--- src/rtl/nbdcache_pkg.sv ---
// Shared constants and FSM state type for the non-blocking D-cache
// writeback unit and its line buffer.
package nbdcache_pkg;

  localparam int TAGLEN   = 20;
  localparam int IDXLEN   = 6;
  localparam int PARAMLEN = 3;
  localparam int WAYLEN   = 8;
  localparam int BEATS    = 4;
  localparam int DATAW    = 128;

  // Width of the beat counters / line-buffer address.
  localparam int BEAT_W   = 2;

  typedef enum logic [1:0] {
    IDLE     = 2'd0,
    READ     = 2'd1,
    DRAIN    = 2'd2,
    ACK_WAIT = 2'd3
  } wb_state_e;

endpackage

--- src/rtl/nbdcache_wb_linebuf.sv ---
// Four-entry line buffer holding one victim line between the data-array
// read and the outbound release. One synchronous write port, one
// asynchronous read port. Contents are deliberately not reset.
module nbdcache_wb_linebuf
  import nbdcache_pkg::BEATS, nbdcache_pkg::BEAT_W;
#(
  parameter int DATAW = nbdcache_pkg::DATAW
) (
  input  logic              clock,
  input  logic              wr_en,
  input  logic [BEAT_W-1:0] wr_addr,
  input  logic [DATAW-1:0]  wr_data,
  input  logic [BEAT_W-1:0] rd_addr,
  output logic [DATAW-1:0]  rd_data
);

  logic [DATAW-1:0] mem [BEATS];

  // Capture one returned data beat into its slot.
  always_ff @(posedge clock) begin
    if (wr_en) begin
      mem[wr_addr] <= wr_data;
    end
  end

  assign rd_data = mem[rd_addr];

endmodule

--- src/rtl/nbdcache_writeback_unit.sv ---
// Writeback unit: accepts a victim-line descriptor, reads the line out of
// the L1 data array beat by beat into a small buffer and streams it out as
// release beats, overlapping the release with the remaining reads.
// Optional feature macro: NBDCACHE_WB_RELEASE_ACK_EN -- when defined,
// voluntary releases wait in ACK_WAIT for a release_ack pulse before the
// unit accepts the next request.
module nbdcache_writeback_unit #(
  parameter int TAGLEN   = nbdcache_pkg::TAGLEN,
  parameter int IDXLEN   = nbdcache_pkg::IDXLEN,
  parameter int PARAMLEN = nbdcache_pkg::PARAMLEN,
  parameter int WAYLEN   = nbdcache_pkg::WAYLEN,
  parameter int BEATS    = nbdcache_pkg::BEATS,
  parameter int DATAW    = nbdcache_pkg::DATAW
) (
  input  logic                clock,
  input  logic                reset_n,
  // writeback request
  input  logic                wb_req_valid,
  output logic                wb_req_ready,
  input  logic [TAGLEN-1:0]   wb_req_tag,
  input  logic [IDXLEN-1:0]   wb_req_idx,
  input  logic [PARAMLEN-1:0] wb_req_param,
  input  logic [WAYLEN-1:0]   wb_req_way_en,
  input  logic                wb_req_voluntary,
  // data-array read
  output logic                data_req_valid,
  input  logic                data_req_ready,
  output logic [WAYLEN-1:0]   data_req_way_en,
  output logic [11:0]         data_req_addr,
  input  logic [DATAW-1:0]    data_resp_data,
  // release beats
  output logic                release_valid,
  input  logic                release_ready,
  output logic [31:0]         release_addr,
  output logic [PARAMLEN-1:0] release_param,
  output logic                release_voluntary,
  output logic [DATAW-1:0]    release_data,
  output logic                release_last,
  input  logic                release_ack
);

  import nbdcache_pkg::*;

  localparam logic [1:0] LAST_BEAT = 2'(BEATS - 1);

  wb_state_e state;

  // rc: next beat to read, wc: beats written to the buffer, sc: next beat to send
  logic [1:0] rc;
  logic [1:0] wc;
  logic [1:0] sc;
  // wc wraps to 0 after the fourth write; wr_full remembers the line is complete
  logic       wr_full;
  // a read handshake last cycle means data_resp_data is valid this cycle
  logic       resp_pending;

  logic [TAGLEN-1:0]   tag_q;
  logic [IDXLEN-1:0]   idx_q;
  logic [PARAMLEN-1:0] param_q;
  logic [WAYLEN-1:0]   way_q;
  logic                vol_q;

  logic active;
  logic data_req_fire;
  logic release_fire;

  assign active        = (state == READ) || (state == DRAIN);
  assign wb_req_ready  = (state == IDLE);

  assign data_req_valid  = (state == READ);
  assign data_req_way_en = way_q;
  assign data_req_addr   = {idx_q, rc, 4'b0000};
  assign data_req_fire   = data_req_valid && data_req_ready;

  // A beat is sendable once it has landed in the buffer.
  assign release_valid     = active && (wr_full || (sc < wc));
  assign release_fire      = release_valid && release_ready;
  assign release_last      = (sc == LAST_BEAT);
  assign release_addr      = {tag_q, idx_q, 6'b000000};
  assign release_param     = param_q;
  assign release_voluntary = vol_q;

`ifndef NBDCACHE_WB_RELEASE_ACK_EN
  logic unused_release_ack;
  assign unused_release_ack = release_ack;
`endif

  nbdcache_wb_linebuf #(
    .DATAW (DATAW)
  ) u_linebuf (
    .clock   (clock),
    .wr_en   (resp_pending),
    .wr_addr (wc),
    .wr_data (data_resp_data),
    .rd_addr (sc),
    .rd_data (release_data)
  );

  // Control FSM: descriptor latch, beat counters and state sequencing.
  always_ff @(posedge clock or negedge reset_n) begin
    if (!reset_n) begin
      state        <= IDLE;
      rc           <= 2'd0;
      wc           <= 2'd0;
      sc           <= 2'd0;
      wr_full      <= 1'b0;
      resp_pending <= 1'b0;
      tag_q        <= '0;
      idx_q        <= '0;
      param_q      <= '0;
      way_q        <= '0;
      vol_q        <= 1'b0;
    end else begin
      resp_pending <= data_req_fire;

      if (resp_pending) begin
        wc <= wc + 2'd1;
        if (wc == LAST_BEAT) begin
          wr_full <= 1'b1;
        end
      end

      if (data_req_fire) begin
        rc <= rc + 2'd1;
      end

      if (release_fire) begin
        sc <= sc + 2'd1;
      end

      case (state)
        IDLE: begin
          if (wb_req_valid) begin
            tag_q   <= wb_req_tag;
            idx_q   <= wb_req_idx;
            param_q <= wb_req_param;
            way_q   <= wb_req_way_en;
            vol_q   <= wb_req_voluntary;
            rc      <= 2'd0;
            wc      <= 2'd0;
            sc      <= 2'd0;
            wr_full <= 1'b0;
            state   <= READ;
          end
        end
        READ: begin
          if (data_req_fire && (rc == LAST_BEAT)) begin
            state <= DRAIN;
          end
        end
        DRAIN: begin
          if (release_fire && (sc == LAST_BEAT)) begin
`ifdef NBDCACHE_WB_RELEASE_ACK_EN
            state <= vol_q ? ACK_WAIT : IDLE;
`else
            state <= IDLE;
`endif
          end
        end
`ifdef NBDCACHE_WB_RELEASE_ACK_EN
        ACK_WAIT: begin
          if (release_ack) begin
            state <= IDLE;
          end
        end
`endif
        default: state <= IDLE;
      endcase
    end
  end

endmodule

--- config.mk ---
export PLATFORM = sky130hd
export DESIGN_NAME = nbdcache_writeback_unit
export DESIGN_NICKNAME = d
export VERILOG_FILES = /design/src/rtl/nbdcache_pkg.sv /design/src/rtl/nbdcache_wb_linebuf.sv /design/src/rtl/nbdcache_writeback_unit.sv
export SDC_FILE = /design/constraint.sdc
export NUM_CORES = 1
export LEC_CHECK = 0
export ABC_AREA = 1
export ABC_CLOCK_PERIOD_IN_PS = 4050
export BUFFER_PORTS_ARGS = -buffer_cell sky130_fd_sc_hd__buf_2
export CORE_MARGIN = 10
export CORE_UTILIZATION = 51
export CTS_CLUSTER_SIZE = 25
export DETAILED_ROUTE_END_ITERATION = 6
export GPL_ROUTABILITY_DRIVEN = 0
export MAX_ROUTING_LAYER = met4
export PLACE_DENSITY = 0.83
export SLEW_MARGIN = 0
export SYNTH_ARGS = -nofsm -noshare
export SYNTH_HDL_FRONTEND = slang
export SYNTH_SLANG_ARGS = --single-unit
--- constraint.sdc ---
create_clock -name clock -period 4.05 [get_ports clock]
set_clock_uncertainty 0.2 [all_clocks]
set_input_delay 0.81 -clock clock [delete_from_list [all_inputs] [get_ports clock]]
set_output_delay 0.81 -clock clock [all_outputs]
set_load 0.03 [all_outputs]
-- After elaboration in Yosys (flattened, before gate mapping)
Memory sizes are Yosys's and may differ from the RTL's.
Index checks and enable logic that the tools add are counted.
W data, S select, Z words.
- bits in registers: 48
- memory bits (writable): 512
- bits of input ports: 172
- logic and storage cells: 53
- memories kept: 1
- memory list (memory ; words ; width ; rd ports ; clocked after Yosys merged registers in ; wr ports ; RTL line ; text):
    u_linebuf.mem ; 4 ; 128 ; 1 ; 0 ; 1 ; nbdcache_wb_linebuf.sv:17 ; logic [DATAW-1:0] mem [BEATS];
- add/subtract/negate cells: 3
- $lt $le $gt $ge: 1
- eq/ne operators: 8
- mux-type cells: 19
- reduce and logical (&&, ||, !) cells: 10
- operators by type and width (operator ; number):
    $mux W2 ; 12
    $eq A2 B2 Y1 const B ; 4
    $add A2 B1 Y2 const B ; 3
    $mux W1 ; 6
    $pmux W2 S3 ; 1
    $logic_and A1 B1 Y1 ; 5
    $ne A2 B1 Y1 const B ; 2
    $reduce_and A3 Y1 ; 1
    $eq A2 B1 Y1 const B ; 1
    $logic_not A2 Y1 ; 1
    $logic_or A1 B1 Y1 ; 2
    $lt A2 B2 Y1 ; 1
    $ne A2 B2 Y1 const B ; 1
    $reduce_and A2 Y1 ; 1

-- Longest topological paths before layout
- depth after elaboration: 7
- depth in mapped cells: 11
- depth with buffers taken out: 10

-- Cells and area by module
From an unflattened synthesis, not the netlist that was laid out.
- cell total of the unflattened synthesis: 2259
- area total of the unflattened synthesis: 23786.6 um^2
- modules (own cells, without submodules) (module ; instances ; cells each ; area each (um^2) ; seq. area each (um^2)):
    nbdcache_wb_linebuf ; 1 ; 2014 ; 21658.3 ; 15374.7
    nbdcache_writeback_unit ; 1 ; 245 ; 2128.3 ; 1201.2

-- Least setup slack after synthesis
Ideal clock, no wire load.
- path type: reg2reg
- from: register wc[0]
- to: memory u_linebuf.mem[0][0] (enable)
- library setup time: 0.481 ns
- arrival time: 3.181 ns
- data required time: 3.369 ns
- setup slack: 0.188 ns
- cell stages (with the launch flop): 5
- buffers on the path: 0
- period minus slack after synthesis: 3.862 ns
- cell sequence: dfrtp_1 -> inv_1 -> ha_1 -> nand2_1 -> inv_1
- RTL lines (item ; RTL line ; text):
    start, declared ; nbdcache_writeback_unit.sv:50 ; logic [1:0] wc;
    start signal, assigned ; nbdcache_writeback_unit.sv:117 ; wc <= wc + 2'd1;
    end, declared ; nbdcache_wb_linebuf.sv:17 ;
No word-level cell before the write port.

-- Worst setup path in the final report
- from: register sc[1]
- to: output port release_data[39]
- cells in the longest elaborated chain, start to end: 1
- RTL lines (item ; RTL line ; text):
    start, declared ; nbdcache_writeback_unit.sv:51 ; logic [1:0] sc;
    start signal, assigned ; nbdcache_writeback_unit.sv:128 ; sc <= sc + 2'd1;
    $mem_v2 Z4 W128 ; -- ;
    end, declared ; nbdcache_writeback_unit.sv:37 ; output logic [DATAW-1:0] release_data,
No other way between the ends.

==> results.yml <==
routing:
  antenna_left: 0
  vias: 13442
  routedWlPerCell_um: 20.7
  dr.pass1.iters: 5
  drcViolationCount: 0
  drtIter0Drc: 1269
  wl_mm: 49.7
  via_per_inst: 5.58
hold_path:
  min_path_type: "input port to asynchronous set/reset pin"
logic_synthesis:
  syn_inst: 1491
  ys.flop_type: "edfxtp_1"
  yosys_warnings: 0
  ys_seq_elements: 560
  ys_seq_area_share_pct: 77.4
  post-synth-top-count-cell: "edfxtp_1"
  syn_avg_cell_area_um2: 14.4
  syn-cell-area_um2: 21400
  synth_top_area_cell: "edfxtp_1"
  synth_edf_count: 512
  yosysUniqueCellTypes: 28
  ys_top_cells_by_area: "edfxtp_1, dfrtp_1, nor2_1"
  async_flop_share_pct: 8.57
  netlist.area_leader.share_pct: 71.8
  yosys-top-cells-count: "edfxtp_1, nor2_1, o21ai_0"
timing:
  period_share_pct: 88.5
  worst_slew_pin_slew_ps: 1070
  rsz0062_at_grt: "false"
  timing_hold_violations_final: 0
  min_period_ps: 3580
  drv_slew: 0
  fmax_mhz: 279
  finalSetupViolCount: 0
  setup_tns_ps: 0
  relSlewSlack_pct: 28.8
  hold_ws_ps: 211
  setup_slack_ps: 466
final_layout:
  fill_cells: 3053
  final_core_util_pct: 60.4
  syn_to_final_growth_pct: 17.8
  multi_input_area_um2: 4120
  drive_gt1_share_pct: 28.2
  regArea_um2: 16600
  num-nets-final: 1998
grt:
  grt_pass1_wl_mm: 75.0
  grtUsageMet3_pct: 3.71
  grt_antenna_before_repair: 13
  grt_util_met2_pct: 32.8
  grt_use_total_pct: 19.4
  grt_max_degree: 101
  grtUsageMet1_pct: 22.8
  grt_pass1_vias: 13645
  busiest_layer: "met2"
  overflow: 0
cts:
  clkTransAtPathRegs_ps: 60
  hold_buffers: 0
  cts_tree: "yes"
  cts_root_buffer: "clkbuf_16"
  clock_sinks: 560
  post-cts-setup-buffers: 0
  cts-buffers-inserted: 54
  htree_levels: 2
  cts_buffer_depth: 3
  cts_resized: 0
  clock_latency_ps: 590
floorplanning:
  design.die.area_um2: 50600
  die_w_um: 225
  initial_core_util_pct: 51.3
  die_h_um: 225
  ios: 360
  rows: 75
  coreArea_um2: 41800
place:
  dp_hpwl_mm: 29.9
  dp_slack_ps: 1090
  io_buffers: 348
power:
  combPwrFrac_pct: 34.8
  powerDensity_nw_per_um2: 733
  seq_power_share_pct: 39.5
  p_int_mw: 11.4
  switchingPower_mw: 7.08
  leakagePower_nw: 9.32
  peakVddDrop_mv: 0.545
  switching_share_pct: 38.3
  power.share.clock_pct: 25.7
critical_path:
  cp_cell_sequence: "inv_4 -> buf_12 -> o21ai_1 -> o22ai_1 -> buf_2"
  crit_family: "buffers and inverters"
  worstSetupStartpointType: "register"
  crit_type: "register to primary output"
  cp-end-kind: "primary output"
  worstPathMaxFanout: 59
  path_buf_inv: 3
  slowest_stage: "dfrtp_4"
  crit_required_ps: 3040
  worstPathArrival_ps: 2570
  critical-path-max-stage-delay_ps: 650
status:
  outcome: "completed"
run:
  drv_cap: 0
[per-layer routing]
layer,share of wire [%],up-vias
met2,51,499
met4,3.0,0
met5,0,-
met3,7.5,97
li1,-,6150
met1,38,6696
[final timing paths]
path,endpoint,slack [ps],cells past startpoint,start
min,tag_q[11],210,1,reset_n
max,release_data[39],470,5,sc[1]
min reg2reg,tag_q[6],270,2,tag_q[6]
max reg2reg,u_linebuf.mem[1][108],1690,5,wc[1]
max in group asynchronous,sc[1],2650,1,reset_n
min in group clock,tag_q[12],210,3,wb_req_tag[12]
[metrics by stage]
stage | power [mW] | std cells | area, um2
6_report | 18.5 | 2409 | 25200
3_5_place_dp | 13.9 | 2298 | 23500
5_1_grt | 19.3 | 2408 | 25200
3_3_place_gp | 13.7 | 2298 | 23500
2_1_floorplan | 12.0 | 1500 | 21500
4_1_cts | 18.6 | 2396 | 25200
[kinds of logic (layout without fill, tap and decap cells)]
logic type | after synthesis | in the layout | share of synthesized area [%]
compound gates | 398 | 398 | 11.1
other cells | 1 | 23 | 0.0175
fa+ha+maj | 11 | 11 | 0.643
simple gates | 394 | 394 | 7.29
buf+inv | 127 | 484 | 3.54
flops | 560 | 560 | 77.4
[cells in the final DEF, fill, tap and decap left out, types with 2 or more instances in the layout]
cell type,Yosys,layout
a21oi_1,5,5
buf_12,0,12
buf_2,29,348
buf_4,18,7
bufinv_16,0,4
clkbuf_1,40,7
clkbuf_16,0,54
clkinv_1,1,14
clkinv_2,0,14
conb_1,1,10
dfrtp_1,48,46
dfrtp_4,0,2
diode_2,0,13
edfxtp_1,512,512
ha_1,11,11
inv_1,14,10
inv_2,3,2
inv_6,1,6
inv_8,0,2
nand2_1,126,126
nand2_2,6,6
nand3_1,2,2
nor2_1,238,238
nor2_2,20,20
o21ai_0,165,165
o21ai_1,89,89
o21ai_2,10,10
o22ai_1,98,98
o22ai_2,30,30
[power groups by stage]
stage                     clock [mW]  combinational [mW]  sequential [mW]
after floorplan                    0                4.19             7.77
after global placement             0                6.29             7.38
after detailed placement           0                6.46             7.41
after CTS                       4.85                6.49             7.30
after global routing            5.09                6.88             7.35
final                           4.76                6.42             7.30
[area by class of cell]
type	instances	share of cell area (%)
clock buffer	61	5.46
antenna	13	0.129
multi-input combinational	813	16.3
timing repair buffer	367	8.07
inverter	19	0.402
clock inverter	37	1.19
tap	539	2.67
sequential	560	65.8
[flip-flops by register name, summed over array words and instances, names as in the netlist, 2 cells and up]
register,flops
state,2
idx_q,6
u_linebuf.mem,512
data_req_way_en,8
release_param,3
tag_q,20
rc,2
sc,2
wc,2
Power figures use the tool's default switching activity.
